<file path="src/rtl/button_io_port.sv">
// button_io_port: debounced push-button with pending/count registers on a 2-word memory-mapped window.
// Optional registered irq output enabled by defining BUTTON_IO_IRQ_EN.
module button_io_port #(
  parameter int DEBOUNCE_CYCLES = 4,
  parameter logic [31:0] BASE_ADDR = 32'h0000_0400
) (
  input  logic        clk,
  input  logic        reset,
  input  logic        button,
  input  logic [31:0] mem_addr,
  input  logic [31:0] mem_wdata,
  input  logic        mem_we,
  output logic [31:0] mem_rdata,
  output logic        hit,
  output logic        irq,
  output logic [3:0]  led_debug
);
  typedef enum logic [1:0] {RELEASED = 2'b00, PRESS_WAIT = 2'b01, PRESSED = 2'b10, RELEASE_WAIT = 2'b11} state_t;
  localparam logic [15:0] LAST = 16'(DEBOUNCE_CYCLES - 1);
  state_t state, state_n;
  logic [15:0] cnt, cnt_n;
  logic [7:0] count;
  logic s1, s2, sync_pressed, level, pending, press, clr_pend, clr_cnt, unused_bits;
  assign sync_pressed = ~s2;
  assign level = state[1];
  assign hit = mem_addr[31:3] == BASE_ADDR[31:3];
  assign clr_pend = hit & mem_we & ~mem_addr[2] & mem_wdata[1];
  assign clr_cnt = hit & mem_we & mem_addr[2];
  assign mem_rdata = !hit ? 32'd0 : mem_addr[2] ? {24'd0, count} : {30'd0, pending, level};
  assign led_debug = {state, pending, level};
  assign unused_bits = ^{mem_wdata[31:2], mem_wdata[0], mem_addr[1:0]};
  always_ff @(posedge clk) begin
    if (reset) begin
      s1 <= 1'b1;
      s2 <= 1'b1;
      state <= RELEASED;
      cnt <= 16'd0;
      pending <= 1'b0;
      count <= 8'd0;
    end else begin
      s1 <= button;
      s2 <= s1;
      state <= state_n;
      cnt <= cnt_n;
      pending <= press | (pending & ~clr_pend);
      count <= press ? (clr_cnt ? 8'd1 : count + 8'd1) : (clr_cnt ? 8'd0 : count);
    end
  end
  // The WAIT states count consecutive cycles of the new level; any reversal drops back to the stable state.
  always_comb begin
    state_n = state;
    cnt_n = cnt;
    press = 1'b0;
    case (state)
      RELEASED: if (sync_pressed) begin
        state_n = PRESS_WAIT;
        cnt_n = 16'd1;
      end
      PRESS_WAIT: if (!sync_pressed) begin
        state_n = RELEASED;
        cnt_n = 16'd0;
      end else if (cnt == LAST) begin
        state_n = PRESSED;
        cnt_n = 16'd0;
        press = 1'b1;
      end else cnt_n = cnt + 16'd1;
      PRESSED: if (!sync_pressed) begin
        state_n = RELEASE_WAIT;
        cnt_n = 16'd1;
      end
      RELEASE_WAIT: if (sync_pressed) begin
        state_n = PRESSED;
        cnt_n = 16'd0;
      end else if (cnt == LAST) begin
        state_n = RELEASED;
        cnt_n = 16'd0;
      end else cnt_n = cnt + 16'd1;
      default: state_n = RELEASED;
    endcase
  end
`ifdef BUTTON_IO_IRQ_EN
  always_ff @(posedge clk) irq <= reset ? 1'b0 : pending;
`else
  assign irq = 1'b0;
`endif
endmodule

</file>
<file path="config.mk">
export PLATFORM = sky130hd
export DESIGN_NAME = button_io_port
export DESIGN_NICKNAME = d
export VERILOG_FILES = /design/src/rtl/button_io_port.sv
export SDC_FILE = /design/constraint.sdc
export NUM_CORES = 1
export LEC_CHECK = 0
export BUFFER_PORTS_ARGS = -buffer_cell sky130_fd_sc_hd__buf_2
export CAP_MARGIN = 25
export CELL_PAD_IN_SITES_DETAIL_PLACEMENT = 1
export CELL_PAD_IN_SITES_GLOBAL_PLACEMENT = 1
export CORE_AREA = 2 2 81 90
export CTS_CLUSTER_DIAMETER = 150
export CTS_CLUSTER_SIZE = 20
export DETAILED_ROUTE_END_ITERATION = 10
export DIE_AREA = 0 0 83 92
export PLACE_DENSITY = 0.72
export SKIP_CTS_REPAIR_TIMING = 1
export SYNTH_ARGS = -nofsm -noshare
export SYNTH_HDL_FRONTEND = slang
export SYNTH_SLANG_ARGS = --single-unit
</file>
<file path="constraint.sdc">
create_clock -name clk -period 1.8 [get_ports clk]
set_input_delay 0.27 -clock clk [delete_from_list [all_inputs] [get_ports clk]]
set_output_delay 0.27 -clock clk [all_outputs]
set_load 0.05 [all_outputs]
</file>
==> results of run 1 <==
==> worst paths after layout <==
path	from	endpoint	slack (ns)	depth (start not counted)
worst max-delay path	mem_addr[11]	mem_rdata[1]	0.07	6
worst min-delay path	button	s1$_SDFF_PP1_	0.17	2
worst max register to register	cnt[0]$_SDFFE_PP0P_	cnt[11]$_SDFFE_PP0P_	0.08	6
worst min register to register	s1$_SDFF_PP1_	s2$_SDFF_PP1_	0.42	1
==> placed cells by master (no fill, tap or decap), drive strengths merged, types with 2 or more instances in the layout <==
master,Yosys,layout
nand4,10,10
dfxtp,29,29
a31oi,10,10
and2,2,2
or2,3,3
nand2b,2,2
mux2i,3,3
clkbuf,3,9
and4,3,3
inv,13,13
nor3,10,10
a21oi,9,9
ha,2,2
a31o,2,2
a21o,2,2
or3,6,6
and3,3,3
nor4b,2,2
o21ai,7,7
buf,32,70
conb,1,25
nand2,13,13
nor2,21,21
nor4,8,8
xnor2,8,8
nand3,7,7
==> per-stage QoR <==
stage | setup slack [ns] | TNS (ns) | utilization [%] | hold WS [ns] | cells
global placement | -0.0721 | -0.463 | 33.1 | 0.397 | 367
finish | 0.0652 | 0 | 36.9 | 0.172 | 376
floorplan | -0.283 | -0.925 | - | 0.374 | 246
global route | -0.00239 | -0.00445 | 36.9 | 0.162 | 376
detailed placement | -0.103 | -0.856 | 33.1 | 0.407 | 367
CTS | -0.121 | -1.09 | 34.6 | 0.165 | 375
==> layout make-up <==
type	instances	area, um^2
fill	816	4320
multi-input combinational	169	1170
sequential	29	588
timing repair buffer	72	514
tap	85	106
clock buffer	7	96.3
inverter	13	48.8
clock inverter	1	5.00
==> report_power, final <==
| group | total (mW) | internal (mW) | switching (mW) |
|---|---|---|---|
| Clock | 0.596 | 0.345 | 0.251 |
| Combinational | 0.229 | 0.0587 | 0.171 |
| Sequential | 0.649 | 0.645 | 0.00355 |
| Total | 1.47 | 1.05 | 0.425 |
==> kinds of logic after synthesis <==
kind of cell | share of synthesized area (%)
and+or+nand+nor | 29.3
buffers and inverters | 16.6
adders and majority gates | 1.41
xor gates and xnor gates | 4.88
DFF | 32.8
AOI/OAI and AO/OA | 12.5
other | 0.212
muxes | 2.33
==> worst max-delay path, stage by stage <==
cell and delay [ns]:
buf_2 0.11, nor4_2 0.25, nand4_1 0.21, buf_4 0.21
nor3_2 0.17, clkbuf_4 0.25
==> cell usage after synthesis (3+ instances only) <==
cell      number
nand4_1       10
a31oi_1       10
nor2_1        21
nor3_1         8
mux2i_1        3
and4_1         3
or3_1          6
buf_2          4
dfxtp_1       29
and3_1         3
o21ai_0        5
a21oi_1        9
nor4_1         8
inv_1         13
or2_2          3
clkbuf_1       3
nand2_1       13
nand3_1        7
buf_4         27
xnor2_1        7
==> per-layer routing <==
layer	GRT usage (%)	up-vias	share of wire [%]
met5	0	-	0
met4	3.55	0	1.1
met3	4.14	6	6.5
met2	24.3	57	54
met1	12.5	840	38
li1	-	872	-
==> sequential cells by signal, summed over array words and instances, names as in the netlist, named ones only <==
register	count
cnt	16
count	8
pending	1
s1	1
s2	1
state	1
==> out/qor.csv, run 1 <==
metric;value;unit
ir_drop;0.000280;V
worst_ep_required_time;1.53;ns
ant_nets;0;
skew;0.00633;ns
async_reset_ff_share;0;%
grt_pass1_wl;7.87;mm
synthToLayoutAreaGrowth;42.8;%
via_per_inst;4.72;
grt_pass1_vias;1818;
synth_largest_area_cell;dfxtp_1;
wl_per_cell;12.6;um
initial_core_util;25.9;%
cts_buffers;5;
crit_type;in2out;
nets;360;
syn_area;1770;um^2
synth_edf_count;0;
grt.total_usage;12.5;%
dieArea;7640;um^2
cts.sinks;29;
gp_congestion;0.774;
cp.arrival;1.46;ns
synth_seq_area_share;32.8;%
start_kind;primary input;
slew_violations;0;
drtPass1Iterations;4;
netlist_instances;222;
worst_hold_path_type;in2reg;
dpl.hpwl;3.69;mm
status;completed;
leakagePower;1.03;nW
insertion_delay;0.28;ns
timing.final.crit_share;96.4;%
remaining_drc_errors;0;
cts_tree;done;
portBuffers;47;
synthTopCellsByArea;dfxtp_1 33%, buf_4 11%, nor2_1 4.5%, a31oi_1 3.5%, nand4_1 3.5%;
overflow;0;
finalHoldViolCount;0;
end_kind;output port;
rsz0062_at_grt;yes;
synth-seq-cells;29;
cts_buffer_depth;2;
yosys_warnings;0;
synth.avg_cell_area;7.97;um^2
num_vias;1775;
cts_max_level;2;
total_power;1.47;mW
core_area;6850;um^2
fin_crit;1.73;ns
path_clk_slew;0.06;ns
grt_max_degree;18;
synth.top_cell.area_share;32.8;%
fin_area;2530;um^2
drtIter0Drc;19;
fp.dieW;83;um
diodes;0;
wirelength;4.74;mm
die_h;92;um
fmax;0.576;GHz
powerDensity;583;nW/um^2
synth_ff_type;dfxtp_1;
cap_violations;0;
io_pins;106;
cts_root_buf;clkbuf_8;
setup-violations-final;0;
critPathMaxFanout;2;
ys_types;43;
placed_area;2260;um^2
std_cell_rows;32;
drive_gt1_share;39.5;%
antenna_found_initial;0;
Power figures use the tool's default switching activity.
==> inputs of run 2 (changes only) <==
- CORE_AREA: 2 2 81 90 -> 2 2 74 84
- DIE_AREA: 0 0 83 92 -> 0 0 76 86
- PLACE_DENSITY: 0.72 -> 0.81
- clock period: 1.8 -> 2.23 ns (I/O delays scaled with it)
==> run 2 against run 1 <==
Net effect: global-route usage up 1.6 points; sequential share of layout area is 3.8 points higher; core utilization grew 1.2 points; worst setup slack improved by 0.056 ns; final cell count down 6.1%; die area down 14%; register-to-register slack better by 0.09 ns; combinational power fell by 29%; hold slack better by 0.062 ns; first-iteration DRC count is 140% higher; largest power group unchanged.
==> out/qor.csv, run 2 (synthesized netlist as in run 1, its figures left out) <==
metric;value;unit
r2r_setup_slack;0.17;ns
cp.arrival;1.77;ns
worst_ep_required_time;1.90;ns
grt.total_usage;14.1;%
crit_start;mem_addr[11];
largest_register_ffs;16;
drtPass1Iterations;4;
crit_type;in2out;
synthToLayoutAreaGrowth;21.3;%
cts_root_buf;clkbuf_8;
status;completed;
mostFrequentLayoutCells;47 x buf_2, 29 x dfxtp_1, 25 x conb_1;
cts_max_level;2;
ant_nets;0;
fin_setup_tns;0;ns
setup-violations-final;0;
gp_congestion;0.754;
fin_area;2150;um^2
fmax;0.474;GHz
start_kind;primary input;
overflow;0;
finalHoldViolCount;0;
num_vias;1709;
grt_pass1_wl;7.55;mm
remaining_drc_errors;0;
fp.dieW;76;um
final_common_cell;buf_2;
skew;0.00760;ns
wirelength;4.45;mm
placed_cells;344;
grt_pass1_vias;1738;
top_register;cnt;
drtIter0Drc;46;
nets;345;
worstReg2RegStart;cnt[1]$_SDFFE_PP0P_;
dpl.hpwl;3.48;mm
cts_buffers;5;
antenna_found_initial;0;
die_h;86;um
portBuffers;47;
powerDensity;515;nW/um^2
tightest_slew;0.652;ns
cap_violations;0;
cts_buffer_depth;2;
io_pins;106;
instances_no_fill;353;
ir_drop;0.000201;V
initial_core_util;31.5;%
placed_area;2050;um^2
slew_violations;0;
worst_hold_path_type;in2reg;
dieArea;6540;um^2
end_kind;output port;
core_area;5620;um^2
wl_per_cell;12.6;um
diodes;0;
critPathMaxFanout;6;
insertion_delay;0.28;ns
std_cell_rows;29;
fin_crit;2.11;ns
slew_headroom;56.4;%
leakagePower;0.889;nW
total_power;1.11;mW
top_regs;cnt x16, count x8;
via_per_inst;4.84;
cts.sinks;29;
cts_tree;done;
drive_gt1_share;30.4;%
path_clk_slew;0.07;ns
worstHoldStart;button;
grt_max_degree;18;
timing.final.crit_share;94.5;%
[run 2: cell types whose count changed in the layout (fill, tap and decap cells not counted), moves of 4 or more]
cell	delta
dfxtp_1	+4
buf_4	-18
nor2_2	+6
nor4_1	+5
buf_2	+15
nor2_4	-6
buf_6	-9
[run 2: through the flow]
stage,utilization [%],setup slack (ns),hold WS (ns)
floorplan,-,-0.0688,0.393
detailed placement,36.4,-0.00852,0.414
finish,38.2,0.122,0.233
CTS,37.9,-0.0146,0.226
global route,38.2,-0.00972,0.224
global placement,36.4,0.0679,0.399
[run 2: path summary, 6_finish.rpt]
check	to	depth (start not counted)
worst max-delay path	mem_rdata[6]	7
worst max register to register	cnt[12]$_SDFFE_PP0P_	6
worst min-delay path	s1$_SDFF_PP1_	2
worst min register to register	s2$_SDFF_PP1_	1
[run 2: critical path, stage by stage]
cell and delay (ns):
buf_2 0.10, nor4_1 0.32, nand4_1 0.22, nor2_4 0.15
nand2_1 0.21, nor2_2 0.16, buf_2 0.28
[run 2: final cells by class]
cell class,count,area [um^2]
flip-flops and latches,29,581
clock inverters,2,10.0
clock buffers,6,72.6
inverters,13,48.8
repair buffers,57,323
multi-input cells,169,1020
well taps,77,96.3
fillers,720,3480
[run 2: report_power, final]
group | internal, mW | leakage, nW | total [mW] | switching (mW)
clock | 0.216 | 0.0450 | 0.420 | 0.204
sequential | 0.521 | 0.234 | 0.524 | 0.00267
combinational | 0.0356 | 0.610 | 0.162 | 0.126
total | 0.773 | 0.889 | 1.11 | 0.333
[run 2: per-layer routing]
layer  track usage, %  up-vias  wire, um
li1                 -      839         -
met1             15.7      808      1900
met2             26.2       57      2220
met3             3.26        5       256
met4             5.12        0        70
met5                0        -         0
==> inputs of run 3 (changes only) <==
- ABC_AREA: not set -> 1
- CORE_AREA: 2 2 74 84 -> 2 2 78 88
- CTS_CLUSTER_SIZE: 20 -> not set
- DIE_AREA: 0 0 76 86 -> 0 0 80 90
==> run 3 against run 2 <==
Net effect: first-iteration DRC count up 28%; total power up 2.0%; largest power group unchanged; largest cell class unchanged; sequential cell count unchanged; via count up 14%; final cell count up 22%; clock power about the same.
==> out/qor.csv, run 3 <==
metric;value;unit
critPathTopFamily;simple AND/OR/NAND/NOR gates;
worstReg2RegStart;cnt[0]$_SDFFE_PP0P_;
ir_drop;0.000196;V
crit_path_top_delay_cell;buf_2;
synth_seq_area_share;29.6;%
drtIter0Drc;59;
cap_violations;0;
drive_gt1_share;27.7;%
yosys_warnings;0;
fmax;0.471;GHz
worst_hold_path_type;in2reg;
async_reset_ff_share;0;%
nets;416;
p_clk_share;37.5;%
powerDensity;477;nW/um^2
instances_no_fill;429;
std_cell_rows;31;
insertion_delay;0.28;ns
cts_tree;done;
rsz0062_at_grt;no;
synth_ff_type;dfxtp_1;
power.switching;355;uW
num_vias;1948;
crit_start;mem_addr[4];
p_int;773;uW
placed_cells;420;
crit_type;in2out;
cpPeakStageDelay;0.28;ns
status;completed;
grt.total_usage;14.1;%
worst_ep_required_time;1.90;ns
syn_area;1960;um^2
pwr-share-comb;15.8;%
num-fill-cells;862;
cts_root_buf;clkbuf_8;
portBuffers;47;
synth_largest_area_cell;dfxtp_1;
synth.top_cell.area_share;29.6;%
synth_edf_count;0;
fp.dieW;80;um
ys_types;34;
critPathMaxFanout;8;
finalHoldViolCount;0;
synth_common_cells;69 x nand2_1, 51 x nor2_1, 29 x dfxtp_1;
wl_per_cell;11.8;um
cts_buffers;5;
skew;0.00727;ns
mostFrequentLayoutCells;69 x nand2_1, 47 x nor2_1, 47 x buf_2;
initial_core_util;30.9;%
cts_max_level;2;
grt_pass1_wl;8.17;mm
fin_setup_tns;0;ns
cp.arrival;1.79;ns
drtPass1Iterations;4;
cts.sinks;29;
dpl.hpwl;3.97;mm
cp_common_cell;buf_2;
grt_pass1_vias;1893;
timing.final.crit_share;95.2;%
leakagePower;0.993;nW
dieArea;7200;um^2
top_regs;cnt x16, count x8;
cts_buffer_depth;2;
final_common_cell;nand2_1;
ant_nets;0;
antenna_found_initial;0;
slew_violations;0;
io_pins;106;
netlist_instances;297;
via_per_inst;4.54;
pwr-share-seq;46.7;%
path_clk_slew;0.07;ns
p_sw_share;31.5;%
fin_crit;2.12;ns
synth.most_common_cell;nand2_1;
worstHoldStart;button;
multi_input_area;1240;um^2
setup-violations-final;0;
start_kind;primary input;
largest_register_ffs;16;
synth.avg_cell_area;6.61;um^2
core_area;6360;um^2
gp_congestion;0.795;
end_kind;output port;
synthToLayoutAreaGrowth;20.3;%
regArea;581;um^2
worst-path-buf-inv;4;
diodes;0;
grt_max_degree;17;
wirelength;5.07;mm
top_register;cnt;
synthTopCellsByArea;dfxtp_1 30%, nand2_1 13%, buf_4 10%, nor2_1 9.8%, a21oi_1 5.1%;
synth-seq-cells;29;
remaining_drc_errors;0;
overflow;0;
die_h;90;um
cp_cell_sequence;buf_2 > or2_0 > nor2_1 > nand2_1 > nor2_4 > clkinvlp_4 > buf_12 > nor3_4 > buf_2;
run 3: cell count changes in the layout (fill, tap and decap cells not counted), sizes merged, moves of 7 or more:
cell,previous run,this run
a21oi,9,22
a31oi,10,0
buf,57,48
inv,13,25
nand2,13,77
nand3,7,14
nand4,10,2
nor2,21,61
nor4,8,0
xnor2,8,1
run 3: path summary, 6_finish.rpt:
check,cells after the start,slack (ns),to
hold reg to reg,1,0.46,s2$_SDFF_PP1_
hold / removal,2,0.23,s1$_SDFF_PP1_
setup reg to reg,8,0.54,flop
setup / recovery,9,0.11,mem_rdata[4]
run 3: metal layers:
metal,share of wire (%),wire length [um],global-route usage (%),up-vias
met3,7.4,375,3.51,6
li1,-,-,-,979
met2,52,2630,26.0,58
met5,0,0,0,-
met4,1.2,59,4.66,0
met1,39,2000,15.2,905
run 3: layout make-up:
cell class                 count  share of cell area [%]
tap                           82                    4.34
inverter                      26                    4.29
timing repair buffer          48                    10.8
clock inverter                 2                   0.424
clock buffer                   6                    3.07
multi-input combinational    236                    52.5
sequential                    29                    24.6
run 3: stage by stage:
step | area (um^2) | util (%) | worst slack, ns | hold WS (ns) | power, mW
2_1_floorplan | 2130 | - | -0.0592 | 0.392 | 0.707
3_3_place_gp | 2260 | 35.5 | 0.122 | 0.398 | 0.713
3_5_place_dp | 2260 | 35.5 | 0.0840 | 0.435 | 0.717
4_1_cts | 2340 | 36.8 | 0.0894 | 0.221 | 1.14
5_1_grt | 2360 | 37.1 | 0.0118 | 0.227 | 1.17
6_report | 2360 | 37.1 | 0.106 | 0.228 | 1.13
run 3: logic make-up (layout without fill, tap and decap cells):
logic type                 count (synthesis)  in the layout  share of synthesized area, %
AOI/OAI and AO/OA                         33             33                          9.50
xor gates and xnor gates                   6              6                          2.68
adders and majority gates                  2              2                          1.27
buffers and inverters                     56             82                          15.9
DFF                                       29             29                          29.6
other                                      1             25                         0.191
and+or+nand+nor                          170            170                          40.9
run 3: power groups by stage:
stage / sequential (mW) / combinational (mW) / clock [mW]
final: 0.527 / 0.179 / 0.422
after global routing: 0.527 / 0.191 / 0.454
after CTS: 0.527 / 0.179 / 0.438
after detailed placement: 0.538 / 0.178 / 0
after global placement: 0.538 / 0.175 / 0
after floorplan: 0.541 / 0.166 / 0
